<file path="config.mk">
export PLATFORM = sky130hd
export DESIGN_NAME = io_input_conditioner_flat
export DESIGN_NICKNAME = d
export VERILOG_FILES = /design/src/rtl/io_input_conditioner_if.sv /design/src/rtl/io_input_conditioner.sv /design/src/flat_wrapper.sv
export SDC_FILE = /design/constraint.sdc
export NUM_CORES = 1
export LEC_CHECK = 0
export BUFFER_PORTS_ARGS = -buffer_cell sky130_fd_sc_hd__buf_2
export CAP_MARGIN = 0
export CORE_ASPECT_RATIO = 0.6
export CORE_MARGIN = 2
export CORE_UTILIZATION = 50
export CTS_CLUSTER_DIAMETER = 80
export CTS_CLUSTER_SIZE = 20
export DETAILED_ROUTE_END_ITERATION = 16
export HOLD_SLACK_MARGIN = 0.05
export PLACE_DENSITY_LB_ADDON = 0.15
export SYNTH_ARGS = -nofsm -noshare
export SYNTH_HDL_FRONTEND = slang
export SYNTH_SLANG_ARGS = --single-unit
export TNS_END_PERCENT = 100
</file>
<file path="constraint.sdc">
create_clock -name clock -period 2.25 [get_ports clock]
set_input_delay 0.1125 -clock clock [delete_from_list [all_inputs] [get_ports clock]]
set_output_delay 0.1125 -clock clock [all_outputs]
set_load 0.005 [all_outputs]
</file>
<file path="src/rtl/io_input_conditioner_if.sv">
// Board-input bundle: raw switch/key levels in, debounced bus and key edge pulses out.
// The conditioner takes the master modport; the board/consumer side takes slave.
interface io_input_conditioner_if;
    logic [9:0]  sw_raw;
    logic [3:0]  key_raw;
    logic [13:0] io_input_bus;
    logic [3:0]  key_press;
    logic [3:0]  key_release;

    modport master (
        input  sw_raw,
        input  key_raw,
        output io_input_bus,
        output key_press,
        output key_release
    );

    modport slave (
        output sw_raw,
        output key_raw,
        input  io_input_bus,
        input  key_press,
        input  key_release
    );
endinterface

</file>
<file path="src/rtl/io_input_conditioner.sv">
// Switch/key input conditioner: 2-FF synchroniser plus tick-sampled debounce per bit,
// producing the memory-mapped IO input word and one-cycle key press/release pulses.
module io_input_conditioner_lane #(
    parameter int STABLE_TICKS = 10
) (
    input  logic clock,
    input  logic reset,
    input  logic tick,
    input  logic raw,
    output logic stable,
    output logic rise,
    output logic fall
);
    localparam int CW = (STABLE_TICKS > 1) ? $clog2(STABLE_TICKS) : 1;
    localparam logic [CW-1:0] LAST = CW'(STABLE_TICKS - 1);

    logic [1:0]    sync_pipe;
    logic          sync;
    logic [CW-1:0] cnt;

    assign sync = sync_pipe[1];

    // Edge pulses are registered alongside the stable update so they line up with the bus.
    always_ff @(posedge clock) begin
        if (reset) begin
            sync_pipe <= '0;
            cnt       <= '0;
            stable    <= 1'b0;
            rise      <= 1'b0;
            fall      <= 1'b0;
        end else begin
            sync_pipe <= {sync_pipe[0], raw};
            rise      <= 1'b0;
            fall      <= 1'b0;
            if (tick) begin
                if (sync == stable) begin
                    cnt <= '0;
                end else if (cnt == LAST) begin
                    stable <= sync;
                    cnt    <= '0;
                    rise   <= sync;
                    fall   <= ~sync;
                end else begin
                    cnt <= cnt + CW'(1);
                end
            end
        end
    end
endmodule

module io_input_conditioner #(
    parameter int SAMPLE_DIV     = 50000,
    parameter int STABLE_TICKS   = 10,
    parameter int KEY_ACTIVE_LOW = 1
) (
    input logic                   clock,
    input logic                   reset,
    io_input_conditioner_if.master io
);
    localparam int   NUM_LANES = 14;
    localparam int   PW        = (SAMPLE_DIV > 1) ? $clog2(SAMPLE_DIV) : 1;
    localparam logic KAL       = (KEY_ACTIVE_LOW != 0);

    if (SAMPLE_DIV < 1) begin : g_bad_div
        $error("SAMPLE_DIV must be >= 1");
    end
    if (STABLE_TICKS < 1) begin : g_bad_ticks
        $error("STABLE_TICKS must be >= 1");
    end

    logic [PW-1:0]          pre_cnt;
    logic                   tick;
    logic [NUM_LANES-1:0]   raw_lvl;
    logic [NUM_LANES-1:0]   stable_vec;
    logic [NUM_LANES-1:0]   rise_vec;
    logic [NUM_LANES-1:0]   fall_vec;
    logic                   unused_sw_edges;

    assign tick = (pre_cnt == PW'(SAMPLE_DIV - 1));

    always_ff @(posedge clock) begin
        if (reset)     pre_cnt <= '0;
        else if (tick) pre_cnt <= '0;
        else           pre_cnt <= pre_cnt + PW'(1);
    end

    // Key polarity is normalised before synchronising so every lane sees 1 = active.
    assign raw_lvl = {io.key_raw ^ {4{KAL}}, io.sw_raw};

    for (genvar i = 0; i < NUM_LANES; i++) begin : g_lane
        io_input_conditioner_lane #(.STABLE_TICKS(STABLE_TICKS)) u_lane (
            .clock  (clock),
            .reset  (reset),
            .tick   (tick),
            .raw    (raw_lvl[i]),
            .stable (stable_vec[i]),
            .rise   (rise_vec[i]),
            .fall   (fall_vec[i])
        );
    end

    assign io.io_input_bus = stable_vec;
    assign io.key_press    = rise_vec[13:10];
    assign io.key_release  = fall_vec[13:10];

    // Switch lanes have no event outputs.
    assign unused_sw_edges = ^{rise_vec[9:0], fall_vec[9:0]};
endmodule

</file>
<file path="src/flat_wrapper.sv">
// flat-port wrapper written by rule: the top's interface ports become plain ports
module io_input_conditioner_flat 
#(
    parameter int SAMPLE_DIV     = 50000,
    parameter int STABLE_TICKS   = 10,
    parameter int KEY_ACTIVE_LOW = 1
)
  (clock, reset, io_sw_raw, io_key_raw, io_io_input_bus, io_key_press, io_key_release);
  io_input_conditioner_if io_i ();
  input logic clock;
  input logic reset;
  input wire logic [$bits(io_i.sw_raw)-1:0] io_sw_raw;
  input wire logic [$bits(io_i.key_raw)-1:0] io_key_raw;
  output wire logic [$bits(io_i.io_input_bus)-1:0] io_io_input_bus;
  output wire logic [$bits(io_i.key_press)-1:0] io_key_press;
  output wire logic [$bits(io_i.key_release)-1:0] io_key_release;
  assign io_i.sw_raw = io_sw_raw;
  assign io_i.key_raw = io_key_raw;
  assign io_io_input_bus = io_i.io_input_bus;
  assign io_key_press = io_i.key_press;
  assign io_key_release = io_i.key_release;
  io_input_conditioner #(.SAMPLE_DIV(SAMPLE_DIV), .STABLE_TICKS(STABLE_TICKS), .KEY_ACTIVE_LOW(KEY_ACTIVE_LOW)) u_core (.clock(clock), .reset(reset), .io(io_i));
endmodule
</file>
# ---- Yosys cells after proc, flatten, opt, wreduce, memory -nomap -nowiden
# Index checks and enable logic that the tools add are counted.
dict set report classes {
  muxes 28
  div 0
  n_shift 0
  eq_ne 29
  n_lt_le_gt_ge 0
  addsub 15
  bitwise 24
  multipliers 0
  n_reduce_logical 19
}
# operator count
set op_table {}
lappend op_table {{4-bit 2-to-1 mux} 28}
lappend op_table {{4-bit by 1-bit adder with 4-bit output (second input constant)} 14}
lappend op_table {{4-bit == test (second input constant)} 14}
lappend op_table {{3-bit AND reduction} 14}
lappend op_table {{1-bit inverter} 23}
lappend op_table {{16-bit by 1-bit adder with 16-bit output (second input constant)} 1}
lappend op_table {{16-bit == test (second input constant)} 1}
lappend op_table {{4-bit OR reduction} 4}
lappend op_table {{1-bit == test} 14}
lappend op_table {{4-bit inverter} 1}
lappend op_table {{2-bit OR reduction} 1}
dict set report totals {
  latchBits 0
  ramBits 0
  regBits 122
  out_inout_bits 22
  mem_count 0
  rom_bits 0
  input_bits 16
  word_cells 166
}

# ---- Depth between registers and ports, before layout
dict set report depth {
  ltp_word 3
  ltp_mapped 8
  ltp_nobuf 6
}

# ---- Modules after synthesis
# A second synthesis with hierarchy kept.
dict set report hier_totals {
  cells_unflattened 638
  hier_area_um2 6515.0
}
# module seq_area_each_um2 instances area_per_inst_um2 cells_per_inst
set modules_own_cells {}
lappend modules_own_cells {io_input_conditioner_lane 180.2 14 409.1 39}
lappend modules_own_cells {io_input_conditioner 320.3 1 787.0 92}

# ---- Least setup slack after synthesis
# OpenSTA, ideal clock, no wires.
dict set report synth_timing {
  kind {register to register}
  from {register u_core.pre_cnt[0]}
  to {register u_core.g_lane[12].u_lane.cnt[3]}
  stages_incl_launch_ff 7
  arrival_ns 1.584
  path_buffers 1
  slack_ns 0.596
  t_required_ns 2.180
  period_less_slack_ns 1.654
  setup_ns 0.070
  cell_sequence {dfxtp_1 -> ha_1 -> and3_1 -> buf_2 -> nand4_2 -> or4_1 -> a21oi_1}
}
dict set report synth_between {
  elab_chain_cells 1
}
# element line_no
set synth_rtl {}
lappend synth_rtl {{start: declaration} io_input_conditioner.sv:71} ;# logic [PW-1:0] pre_cnt;
lappend synth_rtl {{start signal: assignment} io_input_conditioner.sv:84} ;# else pre_cnt <= pre_cnt + PW'(1);
lappend synth_rtl {{16-bit == test} io_input_conditioner.sv:79} ;# assign tick = (pre_cnt == PW'(SAMPLE_DIV - 1));
lappend synth_rtl {{end signal: assignment} io_input_conditioner.sv:44} ;# cnt <= cnt + CW'(1);
lappend synth_rtl {{end: declaration} io_input_conditioner.sv:19} ;# logic [CW-1:0] cnt;
# Every way passes these cells.
# A chain may end at the register's enable or synchronous reset.

# ---- Worst setup path after layout
dict set report layout_timing {
  from {register u_core.pre_cnt[0]}
  to {register u_core.g_lane[8].u_lane.cnt[2]}
}
dict set report layout_between {
  elab_chain_cells 1
}
# element line_no
set layout_rtl {}
lappend layout_rtl {{16-bit == test} io_input_conditioner.sv:79}
lappend layout_rtl {{end signal: assignment} io_input_conditioner.sv:44}
lappend layout_rtl {{end: declaration} io_input_conditioner.sv:19}
# Every way passes these cells.

==> impl_results.md <==
* Status: complete, no violations
* Syn_area_per_cell at 8.82 um2
* CP Data Arrival Time at 2.22 ns
* CP Class: register to register
* Synth area leader: dfxtp_1
* Worst Setup Start Kind: register
* Rel. slew slack at 62.8%
* Vias in the first global route at 4,216
* Clk root buf: clkbuf_16
* Vias/cell at 5.47
* Critical path's largest stage delay at 0.37 ns
* Unique masters post-synth at 39
* RSZ-0062 raised after global routing: no
* Hold Path Class: input port to register
* Io pins at 38
* Max Freq at 521 MHz
* Post-Syn Instances at 627
* Seq/Total Area, Yosys at 44.2%
* Final Hold Viols at 0
* H-tree depth at 4
* Setup TNS Final at 0 ns
* Die X at 140 um
* Dominant synthesized flop cell: dfxtp_1
* PD cells at 791 nW/um2
* #FFs+latches synth at 122
* Slew Viols, Final at 0
* Post-synth EDFFs at 0
* Worst path bufs/invs at 1
* Final setup viols at 0
* Die area at 11,900 um2
* Ys async rst share at 0%
* Critical Path RT at 2.55 ns
* Largest net degree at the start of global routing at 48
* Peak VDD IR at 0.575 mV
* # clock sinks at 122
* Max-cap violations at 0
* Core area at 10,700 um2
* Routed via count at 4,402
* Worst-skew pair later-pin latency at 0.40 ns
* CTS tree: yes
* Worst-path maximum fanout at 47
* Synth-to-Final Area Change at 15.8%
* Height of the die at 85.5 um
* CP cell instances: ha_1, and3_1, and4_1, buf_12, nand3_1, o21ai_0
* Residual DRC at 0
* Yosys warns at 0
* Initial Util at 51.8%
* Initial antenna violation count at 0
* First DRT Iteration DRCs at 207
* Crit. End Element: register
* Leading cell type by number of instances after synthesis: dfxtp_1
* Final setup margin at 0.331 ns
* Min cycle time layout at 1.92 ns
* Static Leak at 2.42 nW
* GRT Overall Usage at 19.9%
* Worst-margin pin slew at 0.557 ns
* Clk_skew at 0.00772 ns
* Final ANT Viol Nets at 0
* Netlist area before placement at 5530 um2
* Gr ovfl total at 0
* Synth Net Count at 672
* Drt wl/cell at 14.0 um
* Yosys top cell area share at 44.2%
* Routed wire length at 11,200 um
* GP Congestion at 0.828
* Slowest library cell on the worst path: dfxtp_1
* Core Rows at 29
* Layout net count at 699
* Synth area leaders: dfxtp_1 44%, ha_1 6.6%, o21ai_0 5.8%
* Hold Worst Slack at 0.108 ns
* First-pass GRT wire length at 19,200 um
* CTS buffer count at 17
* Port bufs at 37
* Worst-path clk slew at 0.05 ns
* Dpl hpwl at 7510 um
* Critical path's top delay family: simple AND/OR/NAND/NOR gates
* Layout cell share with drive strength beyond 1 at 13.5%
* First-pass detailed-route iteration total at 4
* Fin crit share at 85.3%
* Top cells by count, synth: 122 x dfxtp_1, 64 x o21ai_0, 55 x nand3_1, 38 x nand2_1
* Clock Path Buffers at 2
* Post-Place Worst Slack at 0.383 ns
* # diodes at 0
stage by stage:
step / total power, W / util (%) / cell area [um2] / std cells
2_1_floorplan: 0.00233 / - / 5530 / 627
5_1_grt: 0.00523 / 60.0 / 6400 / 805
3_5_place_dp: 0.00237 / 53.1 / 5670 / 760
3_3_place_gp: 0.00237 / 53.1 / 5670 / 760
6_report: 0.00507 / 60.0 / 6400 / 805
4_1_cts: 0.00511 / 60.0 / 6400 / 805
worst paths after layout:
path	startpoint	endpoint	slack, ns	depth (start not counted)
min reg2reg	u_core.g_lane[12].u_lane.sync_pipe[0]	u_core.g_lane[12].u_lane.sync_pipe[1]	0.43	1
min	reset	u_core.g_lane[0].u_lane.sync_pipe[1]	0.11	2
max	u_core.pre_cnt[0]	u_core.g_lane[8].u_lane.cnt[2]	0.33	6
max reg2reg	u_core.pre_cnt[0]	u_core.g_lane[8].u_lane.cnt[2]	0.33	6
area by class of cell:
class,count,area (um2)
tap,139,174
fill,901,4260
multi-input combinational,426,2690
timing repair buffer,60,405
clock buffer,23,478
inverter,27,101
sequential,122,2440
clock inverter,8,118
logic make-up (layout without fill, tap and decap cells):
kind of cell,count (synthesis),in the layout,synth area share (%)
xor gates and xnor gates,26,26,4.12
adders and majority gates,29,29,6.56
AOI/OAI and AO/OA,113,113,11.5
DFF,122,122,44.2
and+or+nand+nor,258,258,26.3
buffers and inverters,79,118,7.38
layer usage:
layer  track usage (%)  up-vias  routed length [um]
li1                  -     2235                   -
met1              26.3     2073                5650
met2              31.4       86                5060
met3              5.42        8                 438
met4              7.09        0                  95
met5                 0        -                   0
power by group:
group | leakage, nW | switching (W) | internal, W
Combinational | 1.14 | 0.0000759 | 0.0000611
Sequential | 0.989 | 0.0000156 | 0.00219
Clock | 0.293 | 0.000910 | 0.00181
flip-flops by register name (all words and copies together), names as in the netlist:
register and cells:
u_core.g_lane.u_lane.cnt 56, u_core.g_lane.u_lane.sync_pipe 28, u_core.pre_cnt 16, u_core.g_lane.u_lane.stable 14, u_core.g_lane.u_lane.fall 4, u_core.g_lane.u_lane.rise 4
timing repair:
action,CTS,global route
hold endpoints to repair,14,0
hold buffers,14,0
setup buffers,0,0
gates resized for setup,0,0
layout by cell type, fill, tap and decap left out, types with 24 or more instances in the layout:
cell type,n
dfxtp_1,122
o21ai_0,64
nand3_1,55
nand2_1,38
buf_2,37
a21oi_1,30
nor2_1,30
nor4_1,29
ha_1,29
inv_1,27
xnor2_1,25
nor2b_1,24
Note: power is estimated with default switching activity, not from simulation.
